===== config.mk =====
export PLATFORM = sky130hd
export DESIGN_NAME = button_debouncer
export DESIGN_NICKNAME = d
export VERILOG_FILES = /design/src/rtl/debounce_pkg.sv /design/src/rtl/debounce_bit.sv /design/src/rtl/button_debouncer.sv
export SDC_FILE = /design/constraint.sdc
export NUM_CORES = 1
export LEC_CHECK = 0
export ABC_CLOCK_PERIOD_IN_PS = 6600
export CAP_MARGIN = 20
export CORE_ASPECT_RATIO = 1.25
export CORE_MARGIN = 2
export CORE_UTILIZATION = 30
export DETAILED_ROUTE_END_ITERATION = 10
export GPL_ROUTABILITY_DRIVEN = 0
export GPL_TIMING_DRIVEN = 0
export SLEW_MARGIN = 25
export SYNTH_ARGS = -nofsm -noshare
export SYNTH_HDL_FRONTEND = slang
export SYNTH_SLANG_ARGS = --single-unit

===== constraint.sdc =====
create_clock -name clk -period 6.6 [get_ports clk]
set_input_delay 0.66 -clock clk [delete_from_list [all_inputs] [get_ports clk]]
set_output_delay 0.66 -clock clk [all_outputs]
set_load 0.1 [all_outputs]

===== src/rtl/debounce_pkg.sv =====
// debounce_pkg: default timing constants and a constant-width helper for the button debouncer.
package debounce_pkg;
   localparam int CNT_MAX_20MS     = 1_000_000;
   localparam int REPEAT_DLY_500MS = 25_000_000;
   localparam int REPEAT_PER_100MS = 5_000_000;
   function automatic int clog2(input int v);
      int r;
      r = 0;
      while ((64'd1 << r) < 64'(v)) r++;
      return r;
   endfunction
endpackage


===== src/rtl/debounce_bit.sv =====
// debounce_bit: one channel -- 2-flop synchroniser, stability counter, press/release pulses.
// Auto-repeat press pulses exist only when DEBOUNCER_AUTOREPEAT_EN is defined.
module debounce_bit
   import debounce_pkg::*;
#(
   parameter int CNT_MAX    = CNT_MAX_20MS,
   parameter int ACTIVE_LOW = 1,
   parameter int REPEAT_DLY = REPEAT_DLY_500MS,
   parameter int REPEAT_PER = REPEAT_PER_100MS
) (
   input  logic clk,
   input  logic rst,
   input  logic raw_i,
   output logic level_o,
   output logic press_o,
   output logic release_o
);
   localparam int   CW  = clog2(CNT_MAX + 1);
   localparam logic REL = (ACTIVE_LOW != 0);
   logic          s1_q, s2_q, level_q, level_d, press_q, press_d, release_q, release_d;
   logic          smp, hit;
   logic [CW-1:0] cnt_q, cnt_d;
   // hit fires on the cycle the counter would reach CNT_MAX, so it never wraps
   always_comb begin
      smp       = s2_q ^ REL;
      hit       = (smp != level_q) && (cnt_q == CW'(CNT_MAX - 1));
      cnt_d     = (smp == level_q || hit) ? '0 : cnt_q + 1'b1;
      level_d   = level_q ^ hit;
      release_d = hit & level_q;
   end
`ifdef DEBOUNCER_AUTOREPEAT_EN
   localparam int RW = clog2(REPEAT_DLY + 1);
   logic [RW-1:0] rep_q, rep_d;
   logic          rep_hit;
   // after each repeat pulse, rewind so the next one lands REPEAT_PER cycles later
   always_comb begin
      rep_hit = level_q && !hit && (rep_q == RW'(REPEAT_DLY - 1));
      rep_d   = (!level_q || hit) ? '0 : rep_hit ? RW'(REPEAT_DLY - REPEAT_PER) : rep_q + 1'b1;
      press_d = (hit & ~level_q) | rep_hit;
   end
   always_ff @(posedge clk) begin
      rep_q <= rst ? '0 : rep_d;
   end
`else
   logic unused_repeat;
   assign unused_repeat = ^{REPEAT_DLY, REPEAT_PER};
   assign press_d = hit & ~level_q;
`endif
   always_ff @(posedge clk) begin
      if (rst) begin
         s1_q      <= REL;
         s2_q      <= REL;
         cnt_q     <= '0;
         level_q   <= 1'b0;
         press_q   <= 1'b0;
         release_q <= 1'b0;
      end else begin
         s1_q      <= raw_i;
         s2_q      <= s1_q;
         cnt_q     <= cnt_d;
         level_q   <= level_d;
         press_q   <= press_d;
         release_q <= release_d;
      end
   end
   assign level_o   = level_q;
   assign press_o   = press_q;
   assign release_o = release_q;
endmodule


===== src/rtl/button_debouncer.sv =====
// button_debouncer: WIDTH independent debounced button channels with press/release pulses.
// Define DEBOUNCER_AUTOREPEAT_EN to add auto-repeat press pulses while a button is held.
module button_debouncer
   import debounce_pkg::*;
#(
   parameter int WIDTH      = 4,
   parameter int CNT_MAX    = CNT_MAX_20MS,
   parameter int ACTIVE_LOW = 1,
   parameter int REPEAT_DLY = REPEAT_DLY_500MS,
   parameter int REPEAT_PER = REPEAT_PER_100MS
) (
   input  logic             clk,
   input  logic             rst,
   input  logic [WIDTH-1:0] raw_i,
   output logic [WIDTH-1:0] level_o,
   output logic [WIDTH-1:0] press_o,
   output logic [WIDTH-1:0] release_o
);
   for (genvar i = 0; i < WIDTH; i++) begin : g_ch
      debounce_bit #(
         .CNT_MAX   (CNT_MAX),
         .ACTIVE_LOW(ACTIVE_LOW),
         .REPEAT_DLY(REPEAT_DLY),
         .REPEAT_PER(REPEAT_PER)
      ) u_bit (
         .clk      (clk),
         .rst      (rst),
         .raw_i    (raw_i[i]),
         .level_o  (level_o[i]),
         .press_o  (press_o[i]),
         .release_o(release_o[i])
      );
   end
endmodule


; Word level (Yosys, flattened, before mapping)
; Cells that the tools add are included.
[totals]
ramBits = 0
elab_cells = 72
inputBits = 6
output_inout_bits = 12
romBits = 0
latch_bits = 0
mem_count = 0
regBits = 100
[op_classes]
addsub = 4
div = 0
shift = 0
reduce_logical = 12
n_mul = 0
n_lt_le_gt_ge = 0
n_mux = 0
eq_ne = 12
n_bitwise = 20
[op_table]
columns = op, count
row1 = "20-bit by 1-bit adder with 20-bit output, second input constant", 4
row2 = "20-bit == test, second input constant", 4
row3 = 1-bit bitwise AND, 8
row4 = 1-bit NOT, 8
row5 = 2-bit OR reduction, 4
row6 = 1-bit == test, 4
row7 = 1-bit logical AND, 4
row8 = 1-bit logical OR, 4
row9 = 1-bit inequality test, 4
row10 = 1-bit bitwise XOR, 4

; Longest topological paths before layout
[logic_depth]
word_depth = 5
ltp_mapped = 7
ltp_nobuf = 7

; Cells and area by module
; A second synthesis with hierarchy kept.
[hier_totals]
cells_unflattened = 480
area_unflattened_um2 = 4354.2
[modules_own_cells]
columns = module, instances, area_each_um2, cells_per_inst, seq_area_each_um2
row1 = debounce_bit, 4, 1088.5, 120, 500.5

; Worst setup path after synthesis
; No wires, ideal clock.
[synth_timing]
path_type = register -> register
start = register g_ch[2].u_bit.cnt_q[0]
end = register g_ch[2].u_bit.level_q
arrival_time_ps = 2084
setup_ps = 66
n_path_buf = 0
t_required_ps = 6534
stages_incl_launch_ff = 8
setup_slack_ps = 4450
period_less_slack_ps = 2150
cell_sequence = dfxtp_1 -> ha_1 -> nand3_1 -> or4_1 -> or2_2 -> nor2_1 -> ha_1 -> nor2_1
[synth_between]
elab_chain_len = 3
[synth_rtl]
columns = element, line
row1 = from (decl), debounce_bit.sv:22  ; logic [CW-1:0] cnt_q, cnt_d;
row2 = from (signal assigned), debounce_bit.sv:60  ; cnt_q <= cnt_d;
row3 = 20-bit == test, debounce_bit.sv:26  ; hit = (smp != level_q) && (cnt_q == CW'(CNT_MAX - 1));
row4 = 1-bit logical AND, debounce_bit.sv:26
row5 = 1-bit bitwise XOR, debounce_bit.sv:28  ; level_d = level_q ^ hit;
row6 = to (signal assigned), debounce_bit.sv:61  ; level_q <= level_d;
row7 = to (decl), debounce_bit.sv:20  ; logic s1_q, s2_q, level_q, level_d, press_q, press_d, release_q, release_d;
; Every way passes these cells.
; A chain may end at the register's enable or synchronous reset.

; Final worst setup path
[layout_timing]
start = register g_ch[2].u_bit.level_q
end = output level_o[2]
[layout_rtl]
columns = element, line
row1 = to (decl), button_debouncer.sv:15  ; output logic [WIDTH-1:0] level_o,
; No word-level cell between the ends.

==> results_dict.tcl <==
set metrics [dict create \
    clock-sinks 100 \
    vias_per_cell 4.85 \
    cts_buffer_depth 2 \
    dieArea_mm2 0.0156 \
    postSynthAreaPerCell_um2 9.01 \
    grt_usage_pct 11.0 \
    portBuffers 16 \
    nets 533 \
    worstSkewPairLatency_ns 0.34 \
    core_mm2 0.0143 \
    hold_slack_ns 0.415 \
    hold_buffers 0 \
    grt_pass1_vias 3284 \
    final_cell_area_mm2 0.00507 \
    wl_per_cell_um 11.8 \
    drive_gt1_share_pct 10.4 \
    netlist-cell-type-count 40 \
    ys_warn_count 0 \
    grtUsageMet2_pct 18.1 \
    path_clk_slew_ns 0.07 \
    grt_max_degree 18 \
    yosysTopAreaCell "dfxtp_1" \
    cts_root_buf "clkbuf_16" \
    place_ws_ns 4.17 \
    gr-max-usage-layer "met2" \
    synth_cells 488 \
    drcViolationCount 0 \
    synth_area_leaders "dfxtp_1 (46%), xnor2_1 (6.2%), nor2_1 (6.1%), xor2_1 (5.2%), ha_1 (3.4%)" \
    p_leak_nw 1.57 \
    dp_hpwl_um 6000 \
    h-tree-depth 3 \
    timing.setup.tns_ns 0 \
    fin_ws_ns 3.90 \
    finalCriticalPeriod_ns 2.70 \
    met3_usage_pct 2.70 \
    yosysTopAreaCellShare_pct 45.5 \
    synth_area_mm2 0.00440 \
    drt_pass1_iterations 4 \
    skew_ns 0.00736 \
    tritoncts "done" \
    async_flop_share_pct 0 \
    num_antenna_cells 0 \
    power_density_mw_per_mm2 223 \
    synth-edff-count 0 \
    hold_path.class "reg2reg" \
    cp.required_ns 5.94 \
    std_cell_rows 49 \
    numCtsBuffers 9 \
    ir_drop_mv 0.146 \
    totalWireLength_um 8230 \
    antenna_found_initial 0 \
    area_growth_pct 15.3 \
    die_w_um 112 \
    outcome "finished, final reports clean" \
    initial_utilization_pct 30.6 \
    grt_pass1_wl_um 14200 \
    synth_seq_cells 100 \
    grt-ovfl-total 0 \
    syn_nets 506 \
    cp-end-kind "output port" \
    yosys_most_used_dff "dfxtp_1" \
    worst-path-max-fanout 4 \
    ys_seq_area_share_pct 45.5 \
    met1_usage_pct 13.4 \
    crit_type "reg2out" \
    final.period_utilization_pct 40.9 \
    start_kind "register" \
    slew_headroom_pct 34.5 \
    io_pins 18 \
    dr_total_vias 3382 \
    setup_viol 0 \
    antenna_left 0 \
    p_total_w 0.00113 \
    post_cts_buffers 0 \
    hold_viol_final 0 \
    slew_violations 0 \
    arrival_ns 2.04 \
    timing.fmax_mhz 370 \
    first_iter_violations 170 \
    placed_area_mm2 0.00478 \
    maxCapViolations 0 \
    rsz0062_at_grt "no" \
    post_cts_resized 0 \
    rrSetupSlack_ns 4.17 \
    die_y_um 139 \
    tightest_slew_ns 0.979 \
]
metrics by stage:
stage,utilization [%],std cells
6_report,35.3,698
2_1_floorplan,-,488
3_3_place_gp,33.3,682
3_5_place_dp,33.3,682
5_1_grt,35.3,698
4_1_cts,35.3,698
kinds of logic (layout without fill, tap and decap cells):
family	count (synthesis)	after routing	share of synthesized area, %
buffers and inverters	44	76	4.95
DFF	100	100	45.5
and+or+nand+nor	233	233	28.5
AOI/OAI and AO/OA	42	42	6.26
xor gates and xnor gates	57	57	11.4
adders and majority gates	12	12	3.42
final timing paths:
check                           depth (start not counted)                               end                         startpoint
worst max-delay path                                    2                        level_o[2]   g_ch[2].u_bit.level_o$_SDFF_PP0_
worst min-delay path                                    1     g_ch[3].u_bit.s2_q$_SDFF_PP1_      g_ch[3].u_bit.s1_q$_SDFF_PP1_
worst min register to register                          1     g_ch[3].u_bit.s2_q$_SDFF_PP1_      g_ch[3].u_bit.s1_q$_SDFF_PP1_
worst max register to register                          7  g_ch[2].u_bit.level_o$_SDFF_PP0_  g_ch[2].u_bit.cnt_q[0]$_SDFF_PP0_
synthesized netlist by cell type (2+ instances only):
cell	count
a21oi_1	18
a31o_2	3
and2_1	2
and3_1	6
and4_1	5
buf_2	3
buf_4	13
clkbuf_1	9
dfxtp_1	100
ha_1	12
inv_1	19
nand2_1	18
nand3_1	29
nand4_1	24
nand4_2	2
nor2_1	71
nor2b_1	10
nor3_1	12
nor4_1	15
nor4b_1	5
o21ai_0	9
o31ai_1	6
or2_2	10
or3_1	7
or4_1	9
or4b_1	2
xnor2_1	31
xor2_1	26
cells in the final DEF (no fill, tap or decap), types with 10 or more instances in the layout:
cell             Yosys  layout
nand4_1             24      24
nand2_1             18      18
nor2_1              71      71
inv_1               19      19
or2_2               10      10
xor2_1              26      26
dfxtp_1            100     100
buf_4               13      13
nor3_1              12      12
a21oi_1             18      18
xnor2_1             31      31
nand3_1             29      29
nor4_1              15      15
clkdlybuf4s50_1      0      16
ha_1                12      12
nor2b_1             10      10
layout make-up:
| cell class | instances | area (um2) |
|---|---|---|
| buffer | 25 | 146 |
| clock buffer | 10 | 239 |
| clock inverter | 6 | 48.8 |
| fill | 1462 | 9280 |
| inverter | 19 | 71.3 |
| multi-input combinational | 344 | 2180 |
| sequential | 100 | 2000 |
| tap | 178 | 223 |
| timing repair buffer | 16 | 160 |
per-layer routing:
metal	part of all wire (%)	vias up	routed length (um)
met5	0	-	0
met4	2.0	0	167
met3	3.0	10	245
met2	47	42	3900
met1	48	1583	3920
li1	-	1747	-
sequential cells by signal, summed over array words and instances (netlist names):
name / flops
g_ch.u_bit.cnt_q: 80
g_ch.u_bit.release_o: 4
g_ch.u_bit.press_o: 4
g_ch.u_bit.s1_q: 4
g_ch.u_bit.level_o: 4
g_ch.u_bit.s2_q: 4
report_power, final:
group / internal (W) / switching (W) / total, W
Clock: 0.000269 / 0.000236 / 0.000505
Combinational: 0.00000596 / 0.00000886 / 0.0000148
Sequential: 0.000606 / 0.00000150 / 0.000607
critical path: stages (launching register included):
cell and delay [ns]:
dfxtp_1 0.43, buf_4 0.14, clkdlybuf4s50_1 1.13
(Power assumes the default switching activity.)
